--- src/rtl/fir_mac_seq_if.sv ---
// Bundles every non-clock signal of the FIR engine: sample input, coefficient
// write port, ALU operand/result path and the filter result port.
// "master" is the FIR engine side; "slave" is its environment.
interface fir_mac_seq_if #(
    parameter int N = 16
);
    logic                  in_valid;
    logic signed [N-1:0]   in_data;
    logic                  in_ready;

    logic                  coef_we;
    logic [3:0]            coef_addr;
    logic signed [N-1:0]   coef_data;

    logic signed [N-1:0]   alu_a;
    logic signed [N-1:0]   alu_b;
    logic                  alu_sel;
    logic signed [31:0]    alu_out;

    logic                  out_valid;
    logic signed [31:0]    out_data;
    logic                  out_ready;

    modport master (
        input  in_valid, in_data, coef_we, coef_addr, coef_data, alu_out, out_ready,
        output in_ready, alu_a, alu_b, alu_sel, out_valid, out_data
    );

    modport slave (
        output in_valid, in_data, coef_we, coef_addr, coef_data, alu_out, out_ready,
        input  in_ready, alu_a, alu_b, alu_sel, out_valid, out_data
    );
endinterface

--- src/rtl/fir_mac_seq.sv ---
// Sequential FIR engine. Each accepted sample shifts a TAPS-deep delay line,
// then one multiply per tap is issued to an external combinational ALU and
// the products are summed into a 32-bit wrapping accumulator. The result is
// held on a valid/ready port until the consumer takes it.
module fir_mac_seq #(
    parameter int N    = 16,
    parameter int TAPS = 4
) (
    input logic           clk,
    input logic           rst_n,
    fir_mac_seq_if.master bus
);
    localparam int KW = $clog2(TAPS);

    typedef enum logic [1:0] {
        IDLE = 2'd0,
        MAC  = 2'd1,
        DONE = 2'd2
    } state_t;

    state_t                state_q, state_d;
    logic [KW-1:0]         k_q, k_d;
    logic signed [31:0]    acc_q, acc_d;
    logic                  out_valid_q, out_valid_d;
    logic signed [N-1:0]   x_q [TAPS];
    logic signed [N-1:0]   x_d [TAPS];
    logic signed [N-1:0]   h_q [TAPS];
    logic signed [N-1:0]   h_d [TAPS];
    logic                  coef_hit;

    // Coefficient addresses beyond the last tap are silently dropped.
    assign coef_hit = bus.coef_we && ({1'b0, bus.coef_addr} < 5'(TAPS));

    // Next-state, delay-line, coefficient and accumulator update.
    always_comb begin
        state_d     = state_q;
        k_d         = k_q;
        acc_d       = acc_q;
        out_valid_d = out_valid_q;
        x_d         = x_q;
        h_d         = h_q;
        case (state_q)
            IDLE: begin
                if (coef_hit) begin
                    h_d[bus.coef_addr[KW-1:0]] = bus.coef_data;
                end
                if (bus.in_valid) begin
                    x_d[0] = bus.in_data;
                    for (int i = 1; i < TAPS; i++) begin
                        x_d[i] = x_q[i-1];
                    end
                    k_d     = '0;
                    state_d = MAC;
                end
            end
            MAC: begin
                acc_d = ((k_q == '0) ? 32'sd0 : acc_q) + bus.alu_out;
                if (k_q == KW'(TAPS - 1)) begin
                    state_d     = DONE;
                    out_valid_d = 1'b1;
                end else begin
                    k_d = k_q + KW'(1);
                end
            end
            DONE: begin
                if (bus.out_ready) begin
                    state_d     = IDLE;
                    out_valid_d = 1'b0;
                end
            end
            default: begin
                state_d     = IDLE;
                out_valid_d = 1'b0;
            end
        endcase
    end

    // State registers; reset wipes history, coefficients and any partial sum.
    always_ff @(posedge clk or negedge rst_n) begin
        if (!rst_n) begin
            state_q     <= IDLE;
            k_q         <= '0;
            acc_q       <= '0;
            out_valid_q <= 1'b0;
            for (int i = 0; i < TAPS; i++) begin
                x_q[i] <= '0;
                h_q[i] <= '0;
            end
        end else begin
            state_q     <= state_d;
            k_q         <= k_d;
            acc_q       <= acc_d;
            out_valid_q <= out_valid_d;
            x_q         <= x_d;
            h_q         <= h_d;
        end
    end

    // Handshake and ALU operands are decoded straight from state and tap index.
    always_comb begin
        bus.in_ready = (state_q == IDLE);
        bus.alu_sel  = 1'b0;
        bus.alu_a    = '0;
        bus.alu_b    = '0;
        if (state_q == MAC) begin
            bus.alu_sel = 1'b1;
            bus.alu_a   = x_q[k_q];
            bus.alu_b   = h_q[k_q];
        end
    end

    assign bus.out_valid = out_valid_q;
    assign bus.out_data  = acc_q;
endmodule
--- src/flat_wrapper.sv ---
// flat-port wrapper written by rule: the top's interface ports become plain ports
module fir_mac_seq_flat 
#(
    parameter int N    = 16,
    parameter int TAPS = 4
)
  (clk, rst_n, bus_in_valid, bus_in_data, bus_coef_we, bus_coef_addr, bus_coef_data, bus_alu_out, bus_out_ready, bus_in_ready, bus_alu_a, bus_alu_b, bus_alu_sel, bus_out_valid, bus_out_data);
  fir_mac_seq_if #(.N(N)) bus_i ();
  input logic clk;
  input logic rst_n;
  input wire logic [$bits(bus_i.in_valid)-1:0] bus_in_valid;
  input wire logic [$bits(bus_i.in_data)-1:0] bus_in_data;
  input wire logic [$bits(bus_i.coef_we)-1:0] bus_coef_we;
  input wire logic [$bits(bus_i.coef_addr)-1:0] bus_coef_addr;
  input wire logic [$bits(bus_i.coef_data)-1:0] bus_coef_data;
  input wire logic [$bits(bus_i.alu_out)-1:0] bus_alu_out;
  input wire logic [$bits(bus_i.out_ready)-1:0] bus_out_ready;
  output wire logic [$bits(bus_i.in_ready)-1:0] bus_in_ready;
  output wire logic [$bits(bus_i.alu_a)-1:0] bus_alu_a;
  output wire logic [$bits(bus_i.alu_b)-1:0] bus_alu_b;
  output wire logic [$bits(bus_i.alu_sel)-1:0] bus_alu_sel;
  output wire logic [$bits(bus_i.out_valid)-1:0] bus_out_valid;
  output wire logic [$bits(bus_i.out_data)-1:0] bus_out_data;
  assign bus_i.in_valid = bus_in_valid;
  assign bus_i.in_data = bus_in_data;
  assign bus_i.coef_we = bus_coef_we;
  assign bus_i.coef_addr = bus_coef_addr;
  assign bus_i.coef_data = bus_coef_data;
  assign bus_i.alu_out = bus_alu_out;
  assign bus_i.out_ready = bus_out_ready;
  assign bus_in_ready = bus_i.in_ready;
  assign bus_alu_a = bus_i.alu_a;
  assign bus_alu_b = bus_i.alu_b;
  assign bus_alu_sel = bus_i.alu_sel;
  assign bus_out_valid = bus_i.out_valid;
  assign bus_out_data = bus_i.out_data;
  fir_mac_seq #(.N(N), .TAPS(TAPS)) u_core (.clk(clk), .rst_n(rst_n), .bus(bus_i));
endmodule
--- config.mk ---
export PLATFORM = sky130hd
export DESIGN_NAME = fir_mac_seq_flat
export DESIGN_NICKNAME = d
export VERILOG_FILES = /design/src/rtl/fir_mac_seq_if.sv /design/src/rtl/fir_mac_seq.sv /design/src/flat_wrapper.sv
export SDC_FILE = /design/constraint.sdc
export NUM_CORES = 1
export LEC_CHECK = 0
export CORE_MARGIN = 1
export CORE_UTILIZATION = 58
export DETAILED_ROUTE_END_ITERATION = 8
export DONT_BUFFER_PORTS = 1
export PLACE_DENSITY = 0.76
export SYNTH_ARGS = -nofsm -noshare
export SYNTH_HDL_FRONTEND = slang
export SYNTH_SLANG_ARGS = --single-unit
--- constraint.sdc ---
create_clock -name clk -period 3.7 [get_ports clk]
set_input_delay 0.74 -clock clk [delete_from_list [all_inputs] [get_ports clk]]
set_output_delay 0.74 -clock clk [all_outputs]
set_load 0.02 [all_outputs]
Word-level counts from Yosys, hierarchy flattened

Cells that the tools add are included.

$add $sub $neg: 2
Magnitude comparators: 4
Mux-type cells: 23
Reductions and logical operators: 10
Equal/unequal tests: 7
Bitwise operators: 3

Operator list:

| kind                                                       | count |
|---|---|
| 2-to-1 mux 16 bit                                          | 7 |
| binary-select mux 16 bit (select 2 bit)                    | 2 |
| bitwise mux 64 bit                                         | 1 |
| adder 32 bit                                               | 1 |
| demux 16 bit (select 2 bit)                                | 1 |
| 2-to-1 mux 32 bit                                          | 1 |
| 2-to-1 mux 2 bit                                           | 5 |
| AND reduction 3 bit                                        | 3 |
| >= comparator 3 bit, second input constant                 | 2 |
| != test 2 bit, second input constant                       | 3 |
| NOT 2 -> 3 bit                                             | 2 |
| case mux 2 bit (3 select lines)                            | 1 |
| == test 2 bit, second input constant                       | 2 |
| zero test 2 bit                                            | 2 |
| less-than comparator 4 x 3 -> 1 bit, second input constant | 1 |
| case mux 2 bit (2 select lines)                            | 1 |
| AND reduction 2 bit                                        | 2 |
| less-than comparator 3 x 1 -> 1 bit, second input constant | 1 |
| 2-to-1 mux 1 bit                                           | 3 |
| case mux 1 bit (3 select lines)                            | 1 |
| adder 2 x 1 -> 2 bit, second input constant                | 1 |
| == test 2 x 1 -> 1 bit, second input constant              | 1 |
| logical AND 1 bit                                          | 2 |
| != test 2 x 1 -> 1 bit, second input constant              | 1 |
| other kinds (2)                                            | 2 |

Bits of input ports: 73
Output and inout port bits: 67
Word-level logic and storage cells: 61
Register bits after elaboration: 165

Depth between registers and ports, before layout

Gate-level depths: netlist of the first run.

Depth after elaboration: 6
Gate-level depth with buffers: 18
Gate-level depth less buffers: 15

Least setup slack after synthesis of the first run

Ideal clock, no wire load.

Kind: register to register
Start point: register u_core.k_q[0]
End point: register u_core.acc_q[28] (netlist: u_core.bus.out_data[28])
Path slack: -330 ps
Library setup time: 130 ps
Clock period less this slack: 4030 ps
Buffers on the path: 3
Cell stages (with the launch flop): 19
Data required time: 3570 ps
Arrival time: 3901 ps
Cells stage by stage: dfrtp_1 -> clkbuf_1 -> buf_1 -> inv_1 -> ha_1 -> clkbuf_1 -> nor2b_1 -> ha_1 -> fa_1 -> a211oi_2 -> o21ai_1 -> a31o_1 -> a31oi_4 -> a211oi_2 -> a2111oi_2 -> o31ai_1 -> a21oi_1 -> xor2_1 -> o21ai_1

Longest elaborated chain between the ends: 3

Ends and longest elaborated chain:

| what                     | line              | text |
|---|---|---|
| start: declaration       | fir_mac_seq.sv:22 | `logic [KW-1:0] k_q, k_d;` |
| start signal: assignment | fir_mac_seq.sv:91 | `k_q <= k_d;` |
| zero test 2 bit          | fir_mac_seq.sv:57 | `acc_d = ((k_q == '0) ? 32'sd0 : acc_q) + bus.alu_out;` |
| 2-to-1 mux 32 bit        | fir_mac_seq.sv:57 |  |
| adder 32 bit             | fir_mac_seq.sv:57 |  |
| end signal: assignment   | fir_mac_seq.sv:83 | `acc_q <= '0;` |
| end signal: assignment   | fir_mac_seq.sv:92 | `acc_q <= acc_d;` |
| end: declaration         | fir_mac_seq.sv:23 | `logic signed [31:0] acc_q, acc_d;` |

Every way passes these cells.
A chain may end at the register's enable or synchronous reset.

Worst setup path after layout of the first run

Ends and elaborated chain as after synthesis.

==> results_tabular.tex, run 1 <==
\begin{tabular}{lr}
\hline
Metric & Value \\
\hline
\multicolumn{2}{l}{\textbf{Global routing}} \\
Wire length of the first global-routing pass & around 31,000 um \\
Number of antenna violations at the first check in global routing & 2 \\
GRT Util Overall & between 20 and 30\% \\
Total grt overflow & 0 \\
Via count of the first global-routing pass & 6,158 \\
Pin count of the biggest net entering global routing & about 140 \\
\multicolumn{2}{l}{\textbf{Drt}} \\
Amount of wire on met2 after detailed routing & between 9000 and 10,000 um \\
Ratio of routed vias to standard cells & about 6.1 \\
Met1 wire length & about 7600 um \\
Initial DRC Count & roughly 300 \\
Total Routed Length & approximately 19,000 um \\
Average routed wire per standard cell & 20.1 um \\
Detailed-route DRC error count & 13 \\
Number of iterations in the first detailed-routing pass & 8 \\
Wire length on met3 & roughly 1200 um \\
Top routing layer in use & met5 \\
Remaining antenna violation count after routing & 0 \\
Via count & approximately 5,600 \\
\multicolumn{2}{l}{\textbf{STA}} \\
Final setup violation count & 0 \\
Total count of max-transition violations in the final report & 0 \\
Setup Skew & roughly 10 ps \\
Max Clock Freq & $\sim$300 MHz \\
Tcrit/Tclk final & about nine tenths \\
Setup TNS & 0 ps \\
Worst slew margin & between 30\% and 40\% \\
Min Clock Period, post-route & 3380 ps \\
Hold Fails Final Rpt & 0 \\
Worst-margin pin slew & about 920 ps \\
\multicolumn{2}{l}{\textbf{Cells and area}} \\
Final Non-Filler Cells & $\sim$900 \\
Area of the multi-input gates & 0.00457 mm\^{}2 \\
Sequential cell area & 0.00413 mm\^{}2 \\
Number of diodes & 0 \\
Share of post-route cells with drive strength above 1 & between 20 and 30\% \\
Filler cell count & approximately 1,100 \\
Post-layout net count & approximately 830 \\
Area growth syn-to-layout & 9.14\% \\
\multicolumn{2}{l}{\textbf{Placed design}} \\
Total placed cells including tap cells & between 800 and 900 \\
Placer's final routability congestion estimate & between 0.8 and 0.9 \\
HPWL Detailed & around 13,000 um \\
IO buf count & 0 \\
\multicolumn{2}{l}{\textbf{Clock network}} \\
Clk slew on worst S/H paths & about 70 ps \\
Worst-Skew Late Latency & $\sim$420 ps \\
H-tree Lvls & 4 \\
CTS sink count & around 170 \\
Root Buffer Master & sky130\_fd\_sc\_hd\_\_clkbuf\_16 \\
Buffer count from post-CTS setup fixing & 0 \\
Clock tree from TritonCTS & done \\
Num CTS Buffers & 17 \\
Clock Tree Buf Depth & 2 \\
\multicolumn{2}{l}{\textbf{Worst setup path}} \\
Startpoint-to-endpoint class of the critical path & register to register \\
Cell with the biggest individual delay on the critical path & sky130\_fd\_sc\_hd\_\_dfrtp\_2 \\
CP top delay family & compound AO/OA/AOI/OAI gates \\
Register-to-register path setup slack & about 320 ps \\
Logic depth of the worst register-to-register path & 15 \\
R2R Path End & u\_core.bus.out\_data[28] \\
Data arrival, critical path & between 3000 and 4000 ps \\
Critical Path Sink & u\_core.bus.out\_data[28] \\
Total buffers and inverters traversed by the critical path & 1 \\
Setup crit start & u\_core.k\_q[0] \\
Worst EP required & between 3000 and 4000 ps \\
Delay of the slowest critical-path stage & about 400 ps \\
Critical path startpoint category & register \\
Crit. End Element & register \\
Number of cells on the critical path & 15 \\
Cell-by-cell trace of the critical path & inv\_1, ha\_1, nor2b\_1, ha\_1, fa\_2, a211oi\_2, o21ai\_1, a31o\_1, a31oi\_4, a211oi\_2, a2111oi\_2, o31ai\_1, a21oi\_1, xor2\_1, o21ai\_1 \\
Critical R2R Launch & u\_core.k\_q[0] \\
Largest fanout of any net on the critical path & 4 \\
\multicolumn{2}{l}{\textbf{Yosys}} \\
Total of warnings raised by yosys & 0 \\
Number of distinct library cells after synthesis & 46 \\
Synthesized area per cell & $\sim$12 um\^{}2 \\
Total nets after synthesis & 838 \\
Post-synthesis compound-gate area fraction & roughly a tenth \\
Largest family of logic cells by synthesized area & multiplexers \\
Portion of netlist area occupied by mux cells & between 20\% and 30\% \\
Number of instances in the synthesized netlist & 731 \\
Total standard cell area after synthesis & between 0.008 and 0.009 mm\^{}2 \\
Synthesized-area fraction occupied by and/or/nand/nor cells & 9.82\% \\
Post-synthesis share of cell area spent on xor and xnor gates & around 2.8\% \\
Synth Register Bits & 165 \\
Arithmetic-cell share of the synthesized area counting full adders, half adders and majority gates & approximately 4.9\% \\
Sequential area share after synthesis & 46.6\% \\
\multicolumn{2}{l}{\textbf{Power and ir drop}} \\
Largest voltage drop on the vdd net & between 0.5 and 0.6 mV \\
Leakage power & 4.28 nW \\
Cell area power density & about 1000 mW/mm\^{}2 \\
\multicolumn{2}{l}{\textbf{Floorplan}} \\
Core outline area & 0.0147 mm\^{}2 \\
Die ar. & about 0.016 mm\^{}2 \\
Die boundary width & between 100 and 150 um \\
Vertical die dimension & about 130 um \\
Starting Density & between 60 and 70\% \\
Number of placement rows & 44 \\
Number of I/O pins & between 100 and 150 \\
\multicolumn{2}{l}{\textbf{Job}} \\
Number of max-cap violations & 0 \\
\multicolumn{2}{l}{\textbf{Min path}} \\
Type of the worst min-delay path & primary input to asynchronous set/reset pin \\
\multicolumn{2}{l}{\textbf{Status}} \\
Failing checks & DRC \\
Result of the run & finished, violations left \\
\hline
\end{tabular}
-- metrics by stage --
| stage | power, W | area [um^2] | utilization (%) | worst slack, ps | hold slack, ps |
|---|---|---|---|---|---|
| 2_1_floorplan | 0.00712 | 8870 | - | 57.0 | 444 |
| 3_3_place_gp | 0.00783 | 9040 | 61.5 | 376 | 448 |
| 3_5_place_dp | 0.00808 | 9040 | 61.5 | 303 | 449 |
| 4_1_cts | 0.00994 | 9660 | 65.7 | 268 | 0.715 |
| 5_1_grt | 0.0106 | 9660 | 65.7 | -1.08 | 6.79 |
| 6_report | 0.00986 | 9660 | 65.7 | 321 | 29.4 |
-- cells in the mapped netlist (all sizes together) --
cell type	n	area, um^2
clkbuf	32	120
a31o	1	8.76
o21bai	3	22.5
nor4	1	12.5
or3	3	18.8
fa	1	20.0
a2111oi	2	23.8
nand3	8	40.0
a41oi	1	16.3
a211oi	7	67.6
a211o	1	8.76
nand2b	2	12.5
o31ai	3	22.5
nor2	24	90.1
xnor2	11	96.3
a21o	21	158
ha	33	413
nor3	4	20.0
buf	4	16.3
inv	8	30.0
o41a	1	11.3
a21boi	1	7.51
mux4	32	721
and2	33	206
dfrtp	165	4130
or4	1	7.51
nand2	51	191
nand3b	1	7.51
o211ai	3	22.5
and3	2	12.5
o22ai	4	25.0
a31oi	3	33.8
nor2b	33	206
o21a	9	67.6
mux2	128	1440
o21ai	45	225
or2	3	18.8
a21oi	25	129
xor2	17	149
nand4	4	25.0
-- report_power, final --
| group | switching [W] | internal, W |
|---|---|---|
| Combinational | 0.00235 | 0.00219 |
| Sequential | 0.000816 | 0.00270 |
| Clock | 0.000741 | 0.00107 |
| Total | 0.00390 | 0.00596 |
-- worst register-to-register path, delay by kind of cell (launching register included) --
| family | cells | cell delay [ps] |
|---|---|---|
| XOR/XNOR | 1 | 170 |
| flip-flops | 1 | 400 |
| buffers and inverters | 1 | 70 |
| adder cells (fa/ha/maj) | 3 | 850 |
| AO/OA/AOI/OAI | 9 | 1700 |
| AND/OR/NAND/NOR | 1 | 70 |
-- timing repair --
action	in CTS	in global routing
hold endpoints to repair	23	0
endpoints found under the setup margin	0	1
hold buffers	1	0
resized for setup	0	1
-- final cells by class --
cell class	instances	area share, %
repair buffers	11	1.02
multi-input cells	522	47.3
well taps	184	2.38
inverters	8	0.311
flip-flops and latches	165	42.7
clock buffers	19	4.48
clock inverters	13	1.77
-- routing by layer --
layer,vias up,GRT usage (%)
met2,140,42.9
met1,2811,31.1
met5,-,0
met4,4,9.18
met3,31,6.89
li1,2639,-
-- cell usage in the layout (no fill, tap or decap), drive strengths merged, types with 7 or more instances in the layout --
cell type / synthesis / layout
xnor2: 11 / 11
a21o: 21 / 21
a211oi: 7 / 7
a21oi: 25 / 25
xor2: 17 / 17
nand3: 8 / 8
and2: 33 / 33
mux2: 128 / 128
ha: 33 / 33
dfrtp: 165 / 165
nor2: 24 / 24
nor2b: 33 / 33
nand2: 51 / 51
clkbuf: 32 / 19
inv: 8 / 12
buf: 4 / 11
o21ai: 45 / 45
o21a: 9 / 9
mux4: 32 / 32
-- registers in the layout, summed over array words and instances, names as in the netlist --
signal	cells
u_core.bus.out_data	32
u_core.bus.out_valid	1
u_core.h_q	64
u_core.k_q	2
u_core.state_q	2
u_core.x_q	64
-- worst min-delay path by stage --
| stage | to | depth (start not counted) | slack, ps |
|---|---|---|---|
| after floorplan | u_core.bus.out_data[0] | 0 | 440 |
| after global placement | u_core.bus.out_data[22] | 0 | 450 |
| after detailed placement | u_core.bus.out_data[22] | 0 | 450 |
| after CTS | u_core.bus.out_data[29] | 0 | 0.7 |
| after global routing | u_core.x_q[52] | 0 | 7 |
| final | u_core.x_q[52] | 0 | 30 |
-- cell families after synthesis --
kind of cell | count (synthesis)
compound gates | 130
xor+xnor | 28
fa+ha+maj | 34
buf+inv | 44
flops | 165
mux | 160
simple gates | 170
Note: power is estimated with default switching activity, not from simulation.
==> run 2, diff against run 1 <==
Settings changed: CORE_UTILIZATION 58 to 65, PLACE_DENSITY 0.76 to 0.81.
Clock period 3.7 ns to 4.01 ns, I/O delays scaled along.
==> run 2 against run 1 <==
The run now ends clean; sequential share of layout area rose by 0.42 points; total power fell by 9.0%; critical endpoint is now u_core.bus.out_data[23]; critical path depth did not move.
==> results_tabular.tex, run 2 (synthesis results as in run 1) <==
\begin{tabular}{lr}
\hline
Metric & Value \\
\hline
\multicolumn{2}{l}{\textbf{STA}} \\
Final setup violation count & 0 (unchanged) \\
Worst-margin pin slew & 944 ps (+25.8 ps) \\
Total count of max-transition violations in the final report & 0 (unchanged) \\
Hold Fails Final Rpt & 0 (unchanged) \\
Final Hold Slack & 79.4 ps (+50.0 ps) \\
Worst slew margin & 36.9\% (-1.7 points) \\
Min Clock Period, post-route & 3560 ps (+184 ps) \\
Setup TNS & 0 ps (unchanged) \\
Setup Skew & 7.67 ps (-2.29 ps) \\
Max Clock Freq & 281 MHz (-5.2\%) \\
Tcrit/Tclk final & 88.8\% (-2.5 points) \\
RSZ-0062 raised after global routing & no \\
\multicolumn{2}{l}{\textbf{Power and ir drop}} \\
Proportion of power drawn by flip-flops and latches & 36.2\% (+0.6 points) \\
Power share of the combinational group & 46.5\% (+0.5 points) \\
Leakage power & 4.25 nW (-0.69\%) \\
Largest voltage drop on the vdd net & 0.513 mV (-11\%) \\
Final total power & 0.00897 W (-9.0\%) \\
Switching power summed over all nets & 0.00357 W (-8.5\%) \\
Internal power & 0.00540 W (-9.4\%) \\
Cell area power density & 937 mW/mm\^{}2 (-8.1\%) \\
Share of power burned in the clock network & 17.3\% (-1.1 points) \\
Share of total power consumed by net switching & 39.8\% (+0.23 points) \\
\multicolumn{2}{l}{\textbf{Placed design}} \\
HPWL Detailed & 12,600 um (+0.25\%) \\
IO buf count & 0 (unchanged) \\
Placer's final routability congestion estimate & 0.923 (+5.3\%) \\
\multicolumn{2}{l}{\textbf{Global routing}} \\
Via count of the first global-routing pass & 6,085 (-1.2\%) \\
GRT Util Overall & 27.8\% (+2.5 points) \\
Wire length of the first global-routing pass & 30,500 um (-2.3\%) \\
Number of antenna violations at the first check in global routing & 0 (-2) \\
Pin count of the biggest net entering global routing & 166 (+15\%) \\
Total grt overflow & 0 (unchanged) \\
\multicolumn{2}{l}{\textbf{Floorplan}} \\
Vertical die dimension & 119 um (-5.5\%) \\
Starting Density & 66.9\% (+6.6 points) \\
Die boundary width & 119 um (-5.5\%) \\
Core outline area & 0.0132 mm\^{}2 (-9.9\%) \\
Number of placement rows & 42 (-4.5\%) \\
Die ar. & 0.0141 mm\^{}2 (-11\%) \\
Number of I/O pins & 140 (unchanged) \\
\multicolumn{2}{l}{\textbf{Drt}} \\
Top routing layer in use & met4 \\
Remaining antenna violation count after routing & 0 (unchanged) \\
Via count & 5,690 (+1.2\%) \\
Ratio of routed vias to standard cells & 6.26 (+2.6\%) \\
Amount of wire on met2 after detailed routing & 9410 um (+0.42\%) \\
Met1 wire length & 7490 um (-1.7\%) \\
Average routed wire per standard cell & 20.4 um (+1.1\%) \\
Initial DRC Count & 346 (+15\%) \\
Detailed-route DRC error count & 0 (-13) \\
Number of iterations in the first detailed-routing pass & 4 (-4) \\
Total Routed Length & 18,500 um (-0.36\%) \\
Wire length on met3 & 1230 um (+3.2\%) \\
\multicolumn{2}{l}{\textbf{Worst setup path}} \\
Data arrival, critical path & 3840 ps (+170 ps) \\
Logic depth of the worst register-to-register path & 15 (unchanged) \\
Register-to-register path setup slack & 450 ps (+130 ps) \\
R2R Path End & u\_core.bus.out\_data[23] \\
Critical path startpoint category & register \\
Largest fanout of any net on the critical path & 29 (+25) \\
Setup crit start & u\_core.k\_q[0] \\
Startpoint-to-endpoint class of the critical path & register to register \\
Critical R2R Launch & u\_core.k\_q[0] \\
Critical Path Sink & u\_core.bus.out\_data[23] \\
Worst EP required & 4280 ps (+290 ps) \\
Crit. End Element & register \\
\multicolumn{2}{l}{\textbf{Job}} \\
Number of max-cap violations & 0 (unchanged) \\
\multicolumn{2}{l}{\textbf{Cells and area}} \\
Filler cell count & 899 (-17\%) \\
Commonest non-fill, non-tap cell in the layout & sky130\_fd\_sc\_hd\_\_dfrtp\_1 \\
Area growth syn-to-layout & 8.07\% \\
Number of diodes & 0 (unchanged) \\
Share of post-route cells with drive strength above 1 & 28.8\% (-0.62 points) \\
Post-layout net count & 829 (-0.36\%) \\
Most frequent cells in the layout & sky130\_fd\_sc\_hd\_\_dfrtp\_1, sky130\_fd\_sc\_hd\_\_mux2\_2, sky130\_fd\_sc\_hd\_\_nand2\_1 \\
Fraction of the core area covered by cells at the end of the flow & 72.3\% (+6.5 points) \\
\multicolumn{2}{l}{\textbf{Clock network}} \\
Clock tree from TritonCTS & done \\
Clock Tree Buf Depth & 2 (unchanged) \\
Hold-fix buffers at CTS & 0 (-1) \\
CTS sink count & 165 (unchanged) \\
Clk slew on worst S/H paths & 60 ps (about the same) \\
Worst-Skew Late Latency & 420 ps (about the same) \\
H-tree Lvls & 4 (unchanged) \\
Buffer count from post-CTS setup fixing & 0 (unchanged) \\
Gates resized, CTS repair & 0 (unchanged) \\
Num CTS Buffers & 17 (unchanged) \\
Root Buffer Master & sky130\_fd\_sc\_hd\_\_clkbuf\_16 \\
\multicolumn{2}{l}{\textbf{Min path}} \\
Type of the worst min-delay path & primary input to asynchronous set/reset pin \\
\multicolumn{2}{l}{\textbf{Status}} \\
Result of the run & finished, final reports clean \\
\hline
\end{tabular}
-- run 2: cell types whose count changed in the layout (fill, tap and decap cells not counted), sizes merged --
cell      before  now
buf           11    8
inv           12    9
clkinv         2    3
clkbuf        19   23
clkinvlp       4    2
bufinv         3    1
-- run 2: through the flow --
step | instance area (um^2) | instances | setup WS (ps)
6_report | 9570 | 909 | 448
5_1_grt | 9570 | 909 | 105
4_1_cts | 9570 | 909 | 434
3_5_place_dp | 9010 | 879 | 473
3_3_place_gp | 9010 | 879 | 564
2_1_floorplan | 8860 | 731 | 100
-- run 2: power groups by stage --
stage	combinational, W	sequential, W	clock, W
final	0.00417	0.00325	0.00155
after global routing	0.00459	0.00335	0.00164
after CTS	0.00420	0.00324	0.00157
after detailed placement	0.00417	0.00326	0
after global placement	0.00405	0.00317	0
after floorplan	0.00351	0.00305	0
-- run 2: area by class of cell --
| type | instances | area, um^2 | share of cell area (%) |
|---|---|---|---|
| repair buffers | 8 | 60.1 | 0.628 |
| multi-input cells | 522 | 4570 | 47.7 |
| inverters | 8 | 30.0 | 0.314 |
| clock buffers | 23 | 488 | 5.10 |
| clock inverters | 7 | 72.6 | 0.758 |
| well taps | 176 | 220 | 2.30 |
| flip-flops and latches | 165 | 4130 | 43.2 |
-- run 2: critical path: stages (launching register included) --
cell	delay [ps]
sky130_fd_sc_hd__dfrtp_2	400
sky130_fd_sc_hd__inv_1	80
sky130_fd_sc_hd__ha_1	240
sky130_fd_sc_hd__buf_4	360
sky130_fd_sc_hd__nor2b_1	100
sky130_fd_sc_hd__ha_1	380
sky130_fd_sc_hd__o21ai_0	150
sky130_fd_sc_hd__o21ai_0	280
sky130_fd_sc_hd__a21oi_1	140
sky130_fd_sc_hd__o211ai_1	220
sky130_fd_sc_hd__a31oi_1	160
sky130_fd_sc_hd__o21ai_0	390
sky130_fd_sc_hd__nand3_1	130
sky130_fd_sc_hd__a21oi_1	190
sky130_fd_sc_hd__xnor2_1	130
sky130_fd_sc_hd__o21ai_0	80
-- run 2: how the worst min path moves through the flow --
stage | endpoint | slack, ps
floorplan | u_core.h_q[17] | 470
global placement | u_core.h_q[23] | 480
detailed placement | u_core.h_q[27] | 490
CTS | u_core.bus.out_data[26] | 70
global route | u_core.bus.out_data[24] | 60
finish | u_core.bus.out_data[26] | 80
-- run 2: routing by layer --
metal / global-route usage [%] / up-vias
met3: 7.77 / 27
met1: 33.8 / 2870
met4: 10.5 / 0
met2: 47.2 / 166
li1: - / 2627
met5: 0 / -
==> run 3, diff against run 2 <==
Settings changed: CORE_ASPECT_RATIO set to 0.8, PLACE_DENSITY 0.81 to unset, PLACE_DENSITY_LB_ADDON set to 0.15.
==> run 3 against run 2 <==
Final area is 0.30% higher; total power is 0.90% higher; largest power group unchanged; non-clock buffer count stayed put; hold slack worse by 9.0 ps; via count is 0.95% lower.
==> results_tabular.tex, run 3 (synthesis results as in run 1) <==
\begin{tabular}{lr}
\hline
Metric & Value \\
\hline
\multicolumn{2}{l}{\textbf{STA}} \\
Smallest setup slack after layout & 447 ps (-0.349 ps) \\
RSZ-0062 raised after global routing & no \\
Final setup violation count & 0 (unchanged) \\
Worst slew margin & 38.1\% (+1.2 points) \\
Min Clock Period, post-route & 3560 ps (+0.349 ps) \\
Setup TNS & 0 ps (unchanged) \\
Tcrit/Tclk final & 88.8\% (about the same) \\
Worst-margin pin slew & 925 ps (-18.3 ps) \\
Hold Fails Final Rpt & 0 (unchanged) \\
Setup Skew & 9.04 ps (+1.37 ps) \\
Max Clock Freq & 281 MHz (about the same) \\
Total count of max-transition violations in the final report & 0 (unchanged) \\
\multicolumn{2}{l}{\textbf{Drt}} \\
Ratio of routed vias to standard cells & 6.19 (-1.1\%) \\
Initial DRC Count & 354 (+2.3\%) \\
Average routed wire per standard cell & 20.1 um (-1.4\%) \\
Via count & 5,636 (-0.95\%) \\
Remaining antenna violation count after routing & 0 (unchanged) \\
Number of iterations in the first detailed-routing pass & 5 (+1) \\
Detailed-route DRC error count & 0 (unchanged) \\
Total Routed Length & 18,300 um (-1.3\%) \\
\multicolumn{2}{l}{\textbf{Worst setup path}} \\
Setup crit start & u\_core.k\_q[1] \\
Cell with the biggest individual delay on the critical path & sky130\_fd\_sc\_hd\_\_fa\_1 \\
Data arrival, critical path & 3840 ps (about the same) \\
Crit. End Element & register \\
Register-to-register path setup slack & 450 ps (about the same) \\
R2R Path End & u\_core.bus.out\_data[28] \\
Logic depth of the worst register-to-register path & 15 (unchanged) \\
Largest fanout of any net on the critical path & 13 (-55\%) \\
Delay of the slowest critical-path stage & 480 ps (+80 ps) \\
Cell-by-cell trace of the critical path & inv\_1, ha\_1, buf\_4, nor2b\_1, fa\_1, a211oi\_2, o21ai\_1, a31o\_1, a31oi\_4, a211oi\_2, a2111oi\_2, o31ai\_1, a21oi\_1, xor2\_1, o21ai\_1 \\
Critical R2R Launch & u\_core.k\_q[1] \\
Startpoint-to-endpoint class of the critical path & register to register \\
Worst EP required & 4290 ps (about the same) \\
Critical Path Sink & u\_core.bus.out\_data[28] \\
Critical path startpoint category & register \\
\multicolumn{2}{l}{\textbf{Cells and area}} \\
Most frequent cells in the layout & sky130\_fd\_sc\_hd\_\_dfrtp\_1, sky130\_fd\_sc\_hd\_\_mux2\_2, sky130\_fd\_sc\_hd\_\_nand2\_1 \\
Number of diodes & 0 (unchanged) \\
Commonest non-fill, non-tap cell in the layout & sky130\_fd\_sc\_hd\_\_dfrtp\_1 \\
Share of post-route cells with drive strength above 1 & 29.0\% (+0.19 points) \\
Filler cell count & 882 (-1.9\%) \\
Post-layout net count & 829 (unchanged) \\
Final Non-Filler Cells & 910 (+0.11\%) \\
Area growth syn-to-layout & 8.39\% \\
\multicolumn{2}{l}{\textbf{Clock network}} \\
Hold-fix buffers at CTS & 0 (unchanged) \\
Worst-Skew Late Latency & 420 ps (about the same) \\
Clk slew on worst S/H paths & 60 ps (about the same) \\
Gates resized, CTS repair & 0 (unchanged) \\
Buffer count from post-CTS setup fixing & 0 (unchanged) \\
Clock tree from TritonCTS & done \\
CTS sink count & 165 (unchanged) \\
H-tree Lvls & 4 (unchanged) \\
Clock Tree Buf Depth & 2 (unchanged) \\
Root Buffer Master & sky130\_fd\_sc\_hd\_\_clkbuf\_16 \\
Num CTS Buffers & 17 (unchanged) \\
\multicolumn{2}{l}{\textbf{Floorplan}} \\
Core outline area & 0.0131 mm\^{}2 (-1.4\%) \\
Vertical die dimension & 106 um (-10\%) \\
Die ar. & 0.0141 mm\^{}2 (about the same) \\
Die boundary width & 132 um (+12\%) \\
Number of placement rows & 37 (-12\%) \\
Starting Density & 67.8\% (+0.96 points) \\
Number of I/O pins & 140 (unchanged) \\
\multicolumn{2}{l}{\textbf{Power and ir drop}} \\
Leakage power & 4.26 nW (+0.27\%) \\
Largest voltage drop on the vdd net & 0.425 mV (-17\%) \\
Final total power & 0.00905 W (+0.90\%) \\
Cell area power density & 943 mW/mm\^{}2 (+0.60\%) \\
\multicolumn{2}{l}{\textbf{Global routing}} \\
GRT Util Overall & 28.0\% (+0.21 points) \\
Wire length of the first global-routing pass & 30,300 um (-0.86\%) \\
Pin count of the biggest net entering global routing & 166 (unchanged) \\
Via count of the first global-routing pass & 5,946 (-2.3\%) \\
Number of antenna violations at the first check in global routing & 0 (unchanged) \\
Total grt overflow & 0 (unchanged) \\
\multicolumn{2}{l}{\textbf{Status}} \\
Result of the run & finished, final reports clean \\
\multicolumn{2}{l}{\textbf{Placed design}} \\
Worst setup slack after placement & 436 ps (-36.2 ps) \\
IO buf count & 0 (unchanged) \\
Total placed cells including tap cells & 878 (-0.11\%) \\
Placer's final routability congestion estimate & 0.886 (-4.0\%) \\
HPWL Detailed & 12,300 um (-2.5\%) \\
\multicolumn{2}{l}{\textbf{Job}} \\
Number of max-cap violations & 0 (unchanged) \\
\multicolumn{2}{l}{\textbf{Min path}} \\
Type of the worst min-delay path & primary input to asynchronous set/reset pin \\
\hline
\end{tabular}
==> run 3: stage by stage <==
stage / area [um^2] / utilization [%] / hold slack (ps)
final: 9600 / 73.5 / 70.4
after global routing: 9600 / 73.5 / 49.5
after CTS: 9600 / 73.5 / 57.8
after detailed placement: 9010 / 69.0 / 489
after global placement: 9010 / 69.0 / 481
after floorplan: 8860 / - / 474
==> run 3: worst min path at each step <==
stage / startpoint / end
floorplan: u_core.h_q[17] / u_core.h_q[17]
global placement: u_core.h_q[24] / u_core.h_q[24]
detailed placement: u_core.h_q[26] / u_core.h_q[26]
CTS: rst_n / u_core.x_q[57]
global route: rst_n / u_core.x_q[57]
finish: rst_n / u_core.x_q[55]
==> run 3: power by group <==
part / internal (W) / switching [W]
sequential: 0.00249 / 0.000750
combinational: 0.00200 / 0.00219
clock: 0.000946 / 0.000681
total: 0.00543 / 0.00362
==> run 3: per-layer routing <==
| layer | vias up | share of wire [%] | global-route usage (%) |
|---|---|---|---|
| met5 | - | 0 | 0 |
| met3 | 19 | 7.4 | 8.49 |
| li1 | 2624 | - | - |
| met2 | 167 | 47 | 44.3 |
| met4 | 0 | 1.5 | 8.70 |
| met1 | 2826 | 44 | 37.4 |
==> run 3: area by class of cell <==
type                    count  area (um^2)  area share [%]
multi-input cells         522         4570            47.6
flip-flops and latches    165         4130            43.0
clock buffers              20          447            4.65
well taps                 175          219            2.28
clock inverters            12          144            1.50
repair buffers              8         60.1           0.626
inverters                   8         30.0           0.313
==> run 3: critical path, delay by kind of cell, from the launching register on <==
family	cells	cell delay, ps
and+or+nand+nor	1	100
buffers and inverters	2	300
xor gates and xnor gates	1	170
AOI/OAI and AO/OA	9	1810
DFF	1	380
adders and majority gates	2	680
